--- src/rtl/opb_reg_bank.sv ---
// opb_reg_bank: OPB slave window with four RW control words and four RO status words.
// Defining OPB_REG_BANK_WAIT_EN inserts C_WAIT_CYCLES wait states before each ack.
module opb_reg_bank #(
  parameter logic [0:31] C_BASEADDR = 32'h0001_0000,
  parameter int C_WAIT_CYCLES = 2
) (
  input  logic          OPB_Clk,
  input  logic          OPB_Rst,
  input  logic [0:31]   OPB_ABus,
  input  logic [0:3]    OPB_BE,
  input  logic [0:31]   OPB_DBus,
  input  logic          OPB_RNW,
  input  logic          OPB_select,
  input  logic          OPB_seqAddr,
  output logic [0:31]   Sl_DBus,
  output logic          Sl_xferAck,
  output logic          Sl_errAck,
  output logic          Sl_retry,
  output logic          Sl_toutSup,
  output logic [0:127]  ctrl_reg,
  output logic [0:3]    ctrl_wr_stb,
  input  logic [0:127]  status_in
);
  typedef enum logic [1:0] {IDLE, WAIT, ACK, HOLD} state_t;
  state_t state, next;
  logic hit, go_ack, wr, unused;
  logic [1:0] sel;
  logic [0:31] rdata;
  assign unused = ^{OPB_seqAddr, OPB_ABus[30:31]};
  assign hit = OPB_select && OPB_ABus[0:26] == C_BASEADDR[0:26];
  assign sel = OPB_ABus[28:29];
  assign rdata = OPB_ABus[27] ? status_in[{sel, 5'b0} +: 32] : ctrl_reg[{sel, 5'b0} +: 32];
  assign go_ack = next == ACK;
  assign wr = go_ack && !OPB_RNW && !OPB_ABus[27];
  assign Sl_xferAck = state == ACK;
  assign Sl_errAck = 1'b0;
  assign Sl_retry = 1'b0;
`ifdef OPB_REG_BANK_WAIT_EN
  logic [3:0] cnt;
  logic done;
  assign done = cnt == 4'(C_WAIT_CYCLES - 1);
  assign Sl_toutSup = state == WAIT;
  always_comb begin
    next = state;
    case (state)
      IDLE: next = hit ? WAIT : IDLE;
      WAIT: next = !OPB_select ? IDLE : done ? ACK : WAIT;
      ACK: next = HOLD;
      default: next = OPB_select ? HOLD : IDLE;
    endcase
  end
  always_ff @(posedge OPB_Clk or posedge OPB_Rst)
    if (OPB_Rst) cnt <= '0;
    else cnt <= state == WAIT ? cnt + 4'd1 : 4'd0;
`else
  assign Sl_toutSup = 1'b0;
  always_comb begin
    next = state;
    case (state)
      IDLE: next = hit ? ACK : IDLE;
      ACK: next = HOLD;
      default: next = OPB_select ? HOLD : IDLE;
    endcase
  end
`endif
  // Read data, strobes and register writes all land on the edge that enters ACK.
  always_ff @(posedge OPB_Clk or posedge OPB_Rst)
    if (OPB_Rst) begin
      state <= IDLE;
      ctrl_reg <= '0;
      ctrl_wr_stb <= '0;
      Sl_DBus <= '0;
    end else begin
      state <= next;
      Sl_DBus <= go_ack && OPB_RNW ? rdata : 32'h0;
      ctrl_wr_stb <= wr ? 4'b1000 >> sel : 4'b0000;
      if (wr)
        for (int b = 0; b < 4; b++)
          if (OPB_BE[b]) ctrl_reg[{sel, b[1:0], 3'b0} +: 8] <= OPB_DBus[{b[1:0], 3'b0} +: 8];
    end
endmodule

--- config.mk ---
export PLATFORM = sky130hd
export DESIGN_NAME = opb_reg_bank
export DESIGN_NICKNAME = d
export VERILOG_FILES = /design/src/rtl/opb_reg_bank.sv
export SDC_FILE = /design/constraint.sdc
export NUM_CORES = 1
export LEC_CHECK = 0
export ABC_AREA = 1
export CORE_MARGIN = 5
export CORE_UTILIZATION = 40
export DETAILED_ROUTE_END_ITERATION = 12
export PLACE_DENSITY = 0.78
export SYNTH_ARGS = -nofsm -noshare
export SYNTH_HDL_FRONTEND = slang
export SYNTH_SLANG_ARGS = --single-unit
export TNS_END_PERCENT = 10
--- constraint.sdc ---
create_clock -name OPB_Clk -period 9 [get_ports OPB_Clk]
set_input_delay 2.7 -clock OPB_Clk [delete_from_list [all_inputs] [get_ports OPB_Clk]]
set_output_delay 2.7 -clock OPB_Clk [all_outputs]
set_load 0.02 [all_outputs]
==> results of run 1 <==
## how the worst max path moves through the flow
stage | slack, ns | cells past startpoint | end | startpoint
floorplan | 1.81 | 1 | Sl_DBus[0] | OPB_Rst
global placement | 2.38 | 8 | ctrl_reg[116] | OPB_ABus[29]
detailed placement | 2.34 | 8 | ctrl_reg[114] | OPB_ABus[29]
CTS | 2.80 | 8 | ctrl_reg[114] | OPB_ABus[29]
global route | 2.60 | 8 | ctrl_reg[112] | OPB_ABus[29]
finish | 2.70 | 8 | ctrl_reg[114] | OPB_ABus[29]
## routing by layer
layer	global-route usage [%]	vias to the layer above	share of wire, %
met1	35.5	4726	39
met2	47.2	544	48
met4	10.8	0	3.3
met3	7.27	95	9.6
li1	-	4659	-
met5	0	-	0
## stage by stage
step	setup slack [ns]	cell area [sq um]	power, mW
4_1_cts	2.80	13600	1.69
3_5_place_dp	2.34	13100	0.973
3_3_place_gp	2.38	13100	0.972
6_report	2.70	13600	1.69
2_1_floorplan	1.81	9380	0.849
5_1_grt	2.60	13600	1.74
## power groups by stage
stage / Combinational [mW] / Sequential, mW / Clock, mW
2_1_floorplan: 0.0886 / 0.760 / 0
3_3_place_gp: 0.212 / 0.760 / 0
3_5_place_dp: 0.213 / 0.760 / 0
4_1_cts: 0.214 / 0.746 / 0.729
5_1_grt: 0.232 / 0.745 / 0.766
6_report: 0.215 / 0.745 / 0.725
## layout make-up
type | instances | area [sq um]
antenna | 1 | 2.50
clock buffer | 19 | 433
clock inverter | 12 | 120
fill | 2139 | 9620
inverter | 176 | 666
multi-input combinational | 800 | 4130
sequential | 166 | 4150
tap | 319 | 399
timing repair buffer | 377 | 3740
## tightest hold or removal path: cells and delay by family, from the launching register on
| family | cells | cell delay, ns |
|---|---|---|
| compound gates | 1 | 0.14 |
| buf+inv | 1 | 0.05 |
| flops | 1 | 0.34 |
| simple gates | 1 | 0.05 |
## cell families (layout without fill, tap and decap cells)
| logic type | after synthesis | after routing | synth area share, % |
|---|---|---|---|
| flip-flops | 166 | 166 | 44.3 |
| buffers and inverters | 274 | 584 | 11.8 |
| other | 1 | 4 | 0.0400 |
| AND/OR/NAND/NOR | 445 | 445 | 21.0 |
| AO/OA/AOI/OAI | 352 | 352 | 22.9 |
## layout by cell type (no fill, tap or decap), types with 2 or more instances in the layout
cell	count
o21ai_0	104
nor2_1	53
clkinvlp_4	5
nor4_1	14
clkinv_1	2
clkbuf_1	2
nand3_1	129
inv_1	173
a211oi_1	6
nand2_2	4
clkdlybuf4s50_1	361
clkbuf_16	17
conb_1	3
nand4_1	14
nand2_1	215
o21bai_1	128
nor2_4	4
inv_6	6
o211ai_1	17
nor3_1	7
buf_4	15
a21oi_1	96
dfrtp_1	166
==> reports/metrics.cfg, run 1 <==
[worst_hold_path]
worstHoldStart=ctrl_reg[113]
hold_end=ctrl_reg[113]
min_path_type=reg -> reg
hold_depth=3

[placed_design]
place_inst=1838
dp_hpwl_um=25100
io_buffers=362
gp_congestion=0.901

[clock_tree]
root_buffer=clkbuf_16
postCtsResizedCells=0
post_cts_buffers=0
cts_tree=done
worstSkewPairLatency_ns=0.43
cts_sinks=166
cts_buffer_depth=2
numCtsBuffers=17
htreeDepth=4
cts_hold_buffers=0
clk_transition_reported_paths_ns=0.07

[yosys]
yosysUniqueCellTypes=26
syn_inst=1238
synth_commonest_cells=nand2_1 (217), inv_1 (174), dfrtp_1 (166)
yosysTopAreaCell=dfrtp_1
syn_avg_cell_area_sq_um=7.57
yosysTopAreaCellShare_pct=44.3
yosysWarnings=0
seq_area_frac_synth_pct=44.3
synth_seq_cells=166
yosys-top-cells-area=dfrtp_1 (44%), o21bai_1 (10%), nand2_1 (8.7%)
synth_area_sq_um=9370
postSynth.asyncResetShare_pct=100
synth_flop_cell=dfrtp_1
yosysMostFrequentCell=nand2_1
synth_edf_count=0

[drt]
wl_um=38600
ant_nets=0
wl_per_cell_um=20.6
dr.pass1.iters=5
avgViaCountPerCell=5.36
drt-initial-drc-count=904
vias=10024
drc=0

[worst_setup_path]
cp.buffers_inverters=4
r2r-end=Sl_DBus[19]
cp_common_cell=buf_4
cp_slowest_cell=nand4_1
rrSetupSlack_ns=6.55
critical_path_class=in -> reg
crit_path_start_kind=input port
crit_chain=clkdlybuf4s50_1 > buf_4 > nand2_2 > inv_1 > nand4_1 > buf_4 > o21bai_1 > nand2_1
crit_family=buffers and inverters
cp-end-kind=flop
crit_fanout=35
cpPeakStageDelay_ns=0.80
reg2reg_depth=6
reg2reg_from=state[1]
required_ns=9.32
cp.arrival_ns=6.61

[floorplanning]
ios=369
core_sq_um=23300
initial_core_util_pct=40.3
dieArea_sq_um=26600
fp.dieH_um=163
rows=56
fp.dieW_um=163

[global_routing]
grt_max_degree=137
first_global_vias=10051
grt_antenna_before_repair=0
grt_overflow=0
grtUsageTotal_pct=28.3
grt_pass1_wl_um=58000

[timing]
rsz0062_at_grt=no
relSlewSlack_pct=19.8
period_share_pct=70.0
setup_viol=0
clock.fmax_mhz=159
fin_tns_setup_ns=0
worst_slew_pin_slew_ns=1.20
fin_skew_ns=0.0139
slew_violations=0
fin_crit_ns=6.30
finalHoldViolCount=0
hold_ws_ns=0.612

[finish]
fin_nets=1739
largest_register_ffs=128
drive_above_1_share_pct=3.68
fin_cells=1870
area_growth_pct=45.6
final_core_util_pct=58.7

[pwr]
power.internal_mw=1.23
combPwrFrac_pct=12.8
switching_share_pct=27.1
power_switching_mw=0.456
powerDensity_nw_per_um2=124
power_frac_seq_pct=44.2
clkPwrFrac_pct=43.0
vdd_drop_max_v=0.000105
leakage_nw=6.19

[flow_run]
cap_viol_max_count=0

[outcome]
status=finished, final reports clean

Power figures use the tool's default switching activity.
==> run 2: changes to the inputs <==
Clock period 9 ns to 6.04 ns, I/O delays scaled along.
==> run 2 against run 1 <==
Net effect:
- register-to-register slack worse by 3.3 ns
- clock power is 50% higher
- count of clock-buffer cells in the layout down 1
- via count is 0.66% lower
==> reports/metrics.cfg, run 2 (synthesis gave the netlist of run 1 again) <==
[outcome]
status=finished, final reports clean

[worst_setup_path]
reg2reg_from=state[1]
cp_common_cell=inv_1
crit_fanout=18  ; -49%
cp-end-kind=flop
cp.depth=8  ; unchanged
cpPeakStageDelay_ns=0.82  ; +0.02 ns
reg2reg_depth=8  ; +2
crit_path_start_kind=input port
cp.buffers_inverters=4  ; unchanged
cp_slowest_cell=inv_1
crit_family=buffers and inverters
critPathLaunch=OPB_ABus[29]
required_ns=6.35  ; -2.97 ns
crit_chain=clkdlybuf4s50_1 > inv_1 > nand2_2 > inv_1 > nand4_1 > buf_4 > o21bai_1 > nand2_1
critical_path_class=in -> reg
cp.arrival_ns=4.63  ; -1.98 ns

[global_routing]
grt_max_degree=135  ; -1.5%
busiest_layer=met2
met1_usage_pct=35.2  ; -0.38 points
met3_usage_pct=7.90  ; +0.63 points
grt_pass1_wl_um=57600  ; -0.75%
first_global_vias=9826  ; -2.2%
grt_util_met2_pct=47.3  ; +0.15 points
grtUsageTotal_pct=28.1  ; -0.28 points
grt_antenna_before_repair=1  ; +1
grt_overflow=0  ; unchanged

[finish]
largest_register_ffs=128  ; unchanged
drive_above_1_share_pct=4.30  ; +0.62 points
num-fill-cells=2101  ; -1.8%
final_common_cell=clkdlybuf4s50_1
multiInputGateArea_sq_um=4130  ; about the same
fin_nets=1748  ; +0.52%
seq_area_sq_um=4150  ; unchanged
final_cell_mix=clkdlybuf4s50_1 (361), nand2_1 (216), inv_1 (173)
fin_area_sq_um=13700  ; +0.54%
area_growth_pct=46.4

[floorplanning]
fp.dieH_um=163  ; unchanged
fp.dieW_um=163  ; unchanged
initial_core_util_pct=40.3  ; unchanged
core_sq_um=23300  ; unchanged
ios=369  ; unchanged
dieArea_sq_um=26600  ; unchanged
rows=56  ; unchanged

[clock_tree]
post_cts_buffers=0  ; unchanged
cts_hold_buffers=0  ; unchanged
worstSkewPairLatency_ns=0.43  ; about the same
postCtsResizedCells=0  ; unchanged
htreeDepth=4  ; unchanged
cts_tree=done
cts_sinks=166  ; unchanged
root_buffer=clkbuf_16
cts_buffer_depth=2  ; unchanged
numCtsBuffers=17  ; unchanged
clk_transition_reported_paths_ns=0.07  ; about the same

[placed_design]
io_buffers=362  ; unchanged
gp_congestion=0.894  ; -0.81%
dp_hpwl_um=26200  ; +4.4%
dpl_cell_area_sq_um=13200  ; +0.49%

[pwr]
leakage_nw=6.23  ; +0.66%
switching_share_pct=26.8  ; -0.23 points
power_frac_seq_pct=44.1  ; about the same
vdd_drop_max_v=0.000155  ; +48%
power.internal_mw=1.84  ; +50%
combPwrFrac_pct=12.7  ; about the same
power_switching_mw=0.676  ; +48%
powerDensity_nw_per_um2=183  ; +49%
clkPwrFrac_pct=43.1  ; about the same

[drt]
vias=9958  ; -0.66%
avgViaCountPerCell=5.30  ; -1.1%
ant_nets=0  ; unchanged
drc=0  ; unchanged
dr.pass1.iters=5  ; unchanged
wl_per_cell_um=20.3  ; -1.4%
drt-initial-drc-count=854  ; -5.5%
wl_um=38200  ; -0.92%

[flow_run]
cap_viol_max_count=0  ; unchanged

[timing]
relSlewSlack_pct=21.7  ; +1.9 points
period_share_pct=71.5
setup_viol=0  ; unchanged
fin_tns_setup_ns=0  ; unchanged
fin_crit_ns=4.32
slew_violations=0  ; unchanged
rsz0062_at_grt=no
finalHoldViolCount=0  ; unchanged
fin_skew_ns=0.00981  ; -0.00412 ns
clock.fmax_mhz=232
worst_slew_pin_slew_ns=1.17  ; -0.0284 ns

[worst_hold_path]
hold_depth=3  ; unchanged
min_path_type=reg -> reg
worstHoldStart=ctrl_reg[91]

[run 2: worst reg2reg max path, delay by kind of cell (launching register included)]
| kind | cells | cell delay [ns] |
|---|---|---|
| simple gates | 5 | 1.24 |
| compound gates | 1 | 0.69 |
| buf+inv | 2 | 0.40 |
| flops | 1 | 0.36 |
[run 2: path summary, 6_finish.rpt]
path	end	slack [ns]
max	ctrl_reg[70]	1.72
min	ctrl_reg[91]	0.61
max reg2reg	ctrl_reg[78]	3.30
min reg2reg	ctrl_reg[91]	0.61
max in group asynchronous	ctrl_reg[26]	3.24
min in group asynchronous	ctrl_reg[52]	1.91
[run 2: area by class of cell]
cell class,instances,area share [%]
flip-flops and latches,166,30.3
multi-input cells,800,30.1
repair buffers,386,27.7
inverters,176,4.84
clock buffers,18,3.20
well taps,319,2.91
clock inverters,13,0.903
diodes,1,0.0182
[run 2: layer usage]
metal  up-vias  part of all wire [%]
met1      4710                    39
li1       4669                     -
met2       498                    49
met4         2                   2.3
met5         -                 0.034
met3        79                   9.9
[run 2: power groups by stage]
stage	clock network, mW	registers, mW	logic, mW
after detailed placement	0	1.13	0.320
after global routing	1.14	1.11	0.348
after CTS	1.09	1.11	0.321
after global placement	0	1.13	0.318
final	1.09	1.11	0.321
after floorplan	0	1.13	0.132
[run 2: metrics by stage]
stage               power (mW)  setup WS [ns]  util (%)  hold slack, ns  instances
finish                    2.52           1.72      59.0           0.605       1879
global route              2.60           1.55      59.0           0.631       1878
CTS                       2.52           1.73      59.0           0.612       1878
detailed placement        1.45           1.28      56.5           0.594       1847
global placement          1.45           1.31      56.5           0.591       1847
floorplan                 1.27           2.12         -           0.610       1240
==> run 3: changes to the inputs <==
Clock period 6.04 ns to 4.15 ns, I/O delays scaled along.
==> run 3 against run 2 <==
Net effect:
- design area up 1.2%
- highest routed layer is now met4
- critical endpoint is now ctrl_reg[34]
- cell count up 0.48%
- routed wire length increased by 0.43%
- combinational power up 47%
- largest power group unchanged
- die area did not move
- register-to-register slack worse by 0.94 ns
==> reports/metrics.cfg, run 3 (synthesis gave the netlist of run 1 again) <==
[timing]
worst_slew_pin_slew_ns=1.08  ; -0.0955 ns
fin_tns_setup_ns=0  ; unchanged
clock.fmax_mhz=310
rsz0062_at_grt=no
finalHoldViolCount=0  ; unchanged
period_share_pct=77.7
fin_skew_ns=0.0113  ; +0.00145 ns
setup_viol=0  ; unchanged
relSlewSlack_pct=28.1  ; +6.5 points
hold_ws_ns=0.611  ; +0.00624 ns
slew_violations=0  ; unchanged
fin_crit_ns=3.22

[finish]
seq_area_sq_um=4150  ; unchanged
final_core_util_pct=59.7  ; +0.68 points
drive_above_1_share_pct=4.91  ; +0.61 points
num-fill-cells=2109  ; +0.38%
final_common_cell=clkdlybuf4s50_1
fin_area_sq_um=13900  ; +1.2%
largest_register_ffs=128  ; unchanged
final_cell_mix=clkdlybuf4s50_1 (361), nand2_1 (216), inv_1 (173)
fin_nets=1757  ; +0.51%
diodes=0  ; -1
multiInputGateArea_sq_um=4130  ; unchanged
area_growth_pct=48.1

[floorplanning]
fp.dieH_um=163  ; unchanged
core_sq_um=23300  ; unchanged
ios=369  ; unchanged
fp.dieW_um=163  ; unchanged
dieArea_sq_um=26600  ; unchanged
initial_core_util_pct=40.3  ; unchanged
rows=56  ; unchanged

[worst_setup_path]
cp-end-kind=flop
required_ns=4.50  ; -1.85 ns
crit_path_start_kind=input port
crit_fanout=23  ; +5
critical_path_class=in -> reg
cp.arrival_ns=3.58  ; -1.05 ns

[clock_tree]
cts_buffer_depth=2  ; unchanged
post_cts_buffers=0  ; unchanged
postCtsResizedCells=0  ; unchanged
htreeDepth=4  ; unchanged
cts_tree=done
worstSkewPairLatency_ns=0.42  ; about the same
cts_sinks=166  ; unchanged
numCtsBuffers=17  ; unchanged
clk_transition_reported_paths_ns=0.07  ; about the same
root_buffer=clkbuf_16
cts_hold_buffers=0  ; unchanged

[placed_design]
gp_congestion=0.904  ; +1.2%
dp_hpwl_um=26600  ; +1.6%
io_buffers=362  ; unchanged
dpl_cell_area_sq_um=13300  ; +0.99%

[pwr]
vdd_drop_max_v=0.000214  ; +38%
power_frac_seq_pct=43.6  ; -0.5 points
power.internal_mw=2.72  ; +47%
powerDensity_nw_per_um2=267  ; +46%
power_switching_mw=0.989  ; +46%
p_total_mw=3.70  ; +47%
switching_share_pct=26.7  ; -0.14 points
clkPwrFrac_pct=43.6  ; +0.5 points
combPwrFrac_pct=12.8  ; about the same
leakage_nw=6.32  ; +1.3%

[drt]
dr.pass1.iters=5  ; unchanged
wl_um=38400  ; +0.43%
wl_per_cell_um=20.3  ; about the same
vias=10016  ; +0.58%
avgViaCountPerCell=5.31  ; +0.10%
ant_nets=0  ; unchanged
drt-initial-drc-count=769  ; -10%
drc=0  ; unchanged

[global_routing]
grtUsageTotal_pct=28.3  ; +0.21 points
grt_overflow=0  ; unchanged
grt_pass1_wl_um=57900  ; +0.56%
grt_antenna_before_repair=0  ; -1
grt_max_degree=87  ; -36%
first_global_vias=10158  ; +3.4%

[flow_run]
cap_viol_max_count=0  ; unchanged

[worst_hold_path]
min_path_type=reg -> reg

[outcome]
status=finished, final reports clean

-- run 3: through the flow --
step / setup WS (ns) / cells
after detailed placement: 0.487 / 1856
final: 0.926 / 1888
after floorplan: 0.792 / 1240
after global placement: 0.469 / 1856
after CTS: 0.908 / 1888
after global routing: 0.723 / 1888
-- run 3: path summary, 6_finish.rpt --
| path | from | slack (ns) | to | cells past startpoint |
|---|---|---|---|---|
| max | OPB_select | 0.93 | ctrl_reg[34] | 12 |
| min | ctrl_reg[72] | 0.61 | ctrl_reg[72] | 3 |
| max reg2reg | state[1] | 2.36 | ctrl_reg[34] | 9 |
| min reg2reg | ctrl_reg[72] | 0.61 | ctrl_reg[72] | 3 |
| max in group asynchronous | OPB_Rst | 2.16 | Sl_DBus[3] | 3 |
| min in group asynchronous | OPB_Rst | 1.16 | ctrl_reg[48] | 2 |
-- run 3: power groups by stage --
stage | Sequential (mW) | Combinational (mW) | Clock [mW]
2_1_floorplan | 1.65 | 0.192 | 0
3_3_place_gp | 1.65 | 0.466 | 0
3_5_place_dp | 1.65 | 0.468 | 0
4_1_cts | 1.62 | 0.471 | 1.63
5_1_grt | 1.62 | 0.513 | 1.71
6_report | 1.62 | 0.473 | 1.62
-- run 3: cell type report --
class	count	area share [%]
clock inverters	13	1.02
well taps	319	2.88
flip-flops and latches	166	29.9
repair buffers	395	28.4
inverters	176	4.79
multi-input cells	800	29.8
clock buffers	19	3.26
-- run 3: per-layer routing --
metal / vias to the layer above / part of all wire, % / global-route usage, %
met1: 4742 / 39 / 35.0
li1: 4689 / - / -
met4: 0 / 3.4 / 10.9
met2: 498 / 48 / 47.1
met3: 87 / 9.3 / 7.97
met5: - / 0 / 0
-- run 3: worst max-delay path: stages --
cell,delay (ns)
clkdlybuf4s50_1,0.52
inv_1,0.05
nor2_1,0.08
nand2_1,0.05
nor2_1,0.15
nand2_1,0.10
nor2_2,0.35
nand3_4,0.22
nor2_4,0.38
buf_12,0.25
nand3_1,0.09
nand2_1,0.09
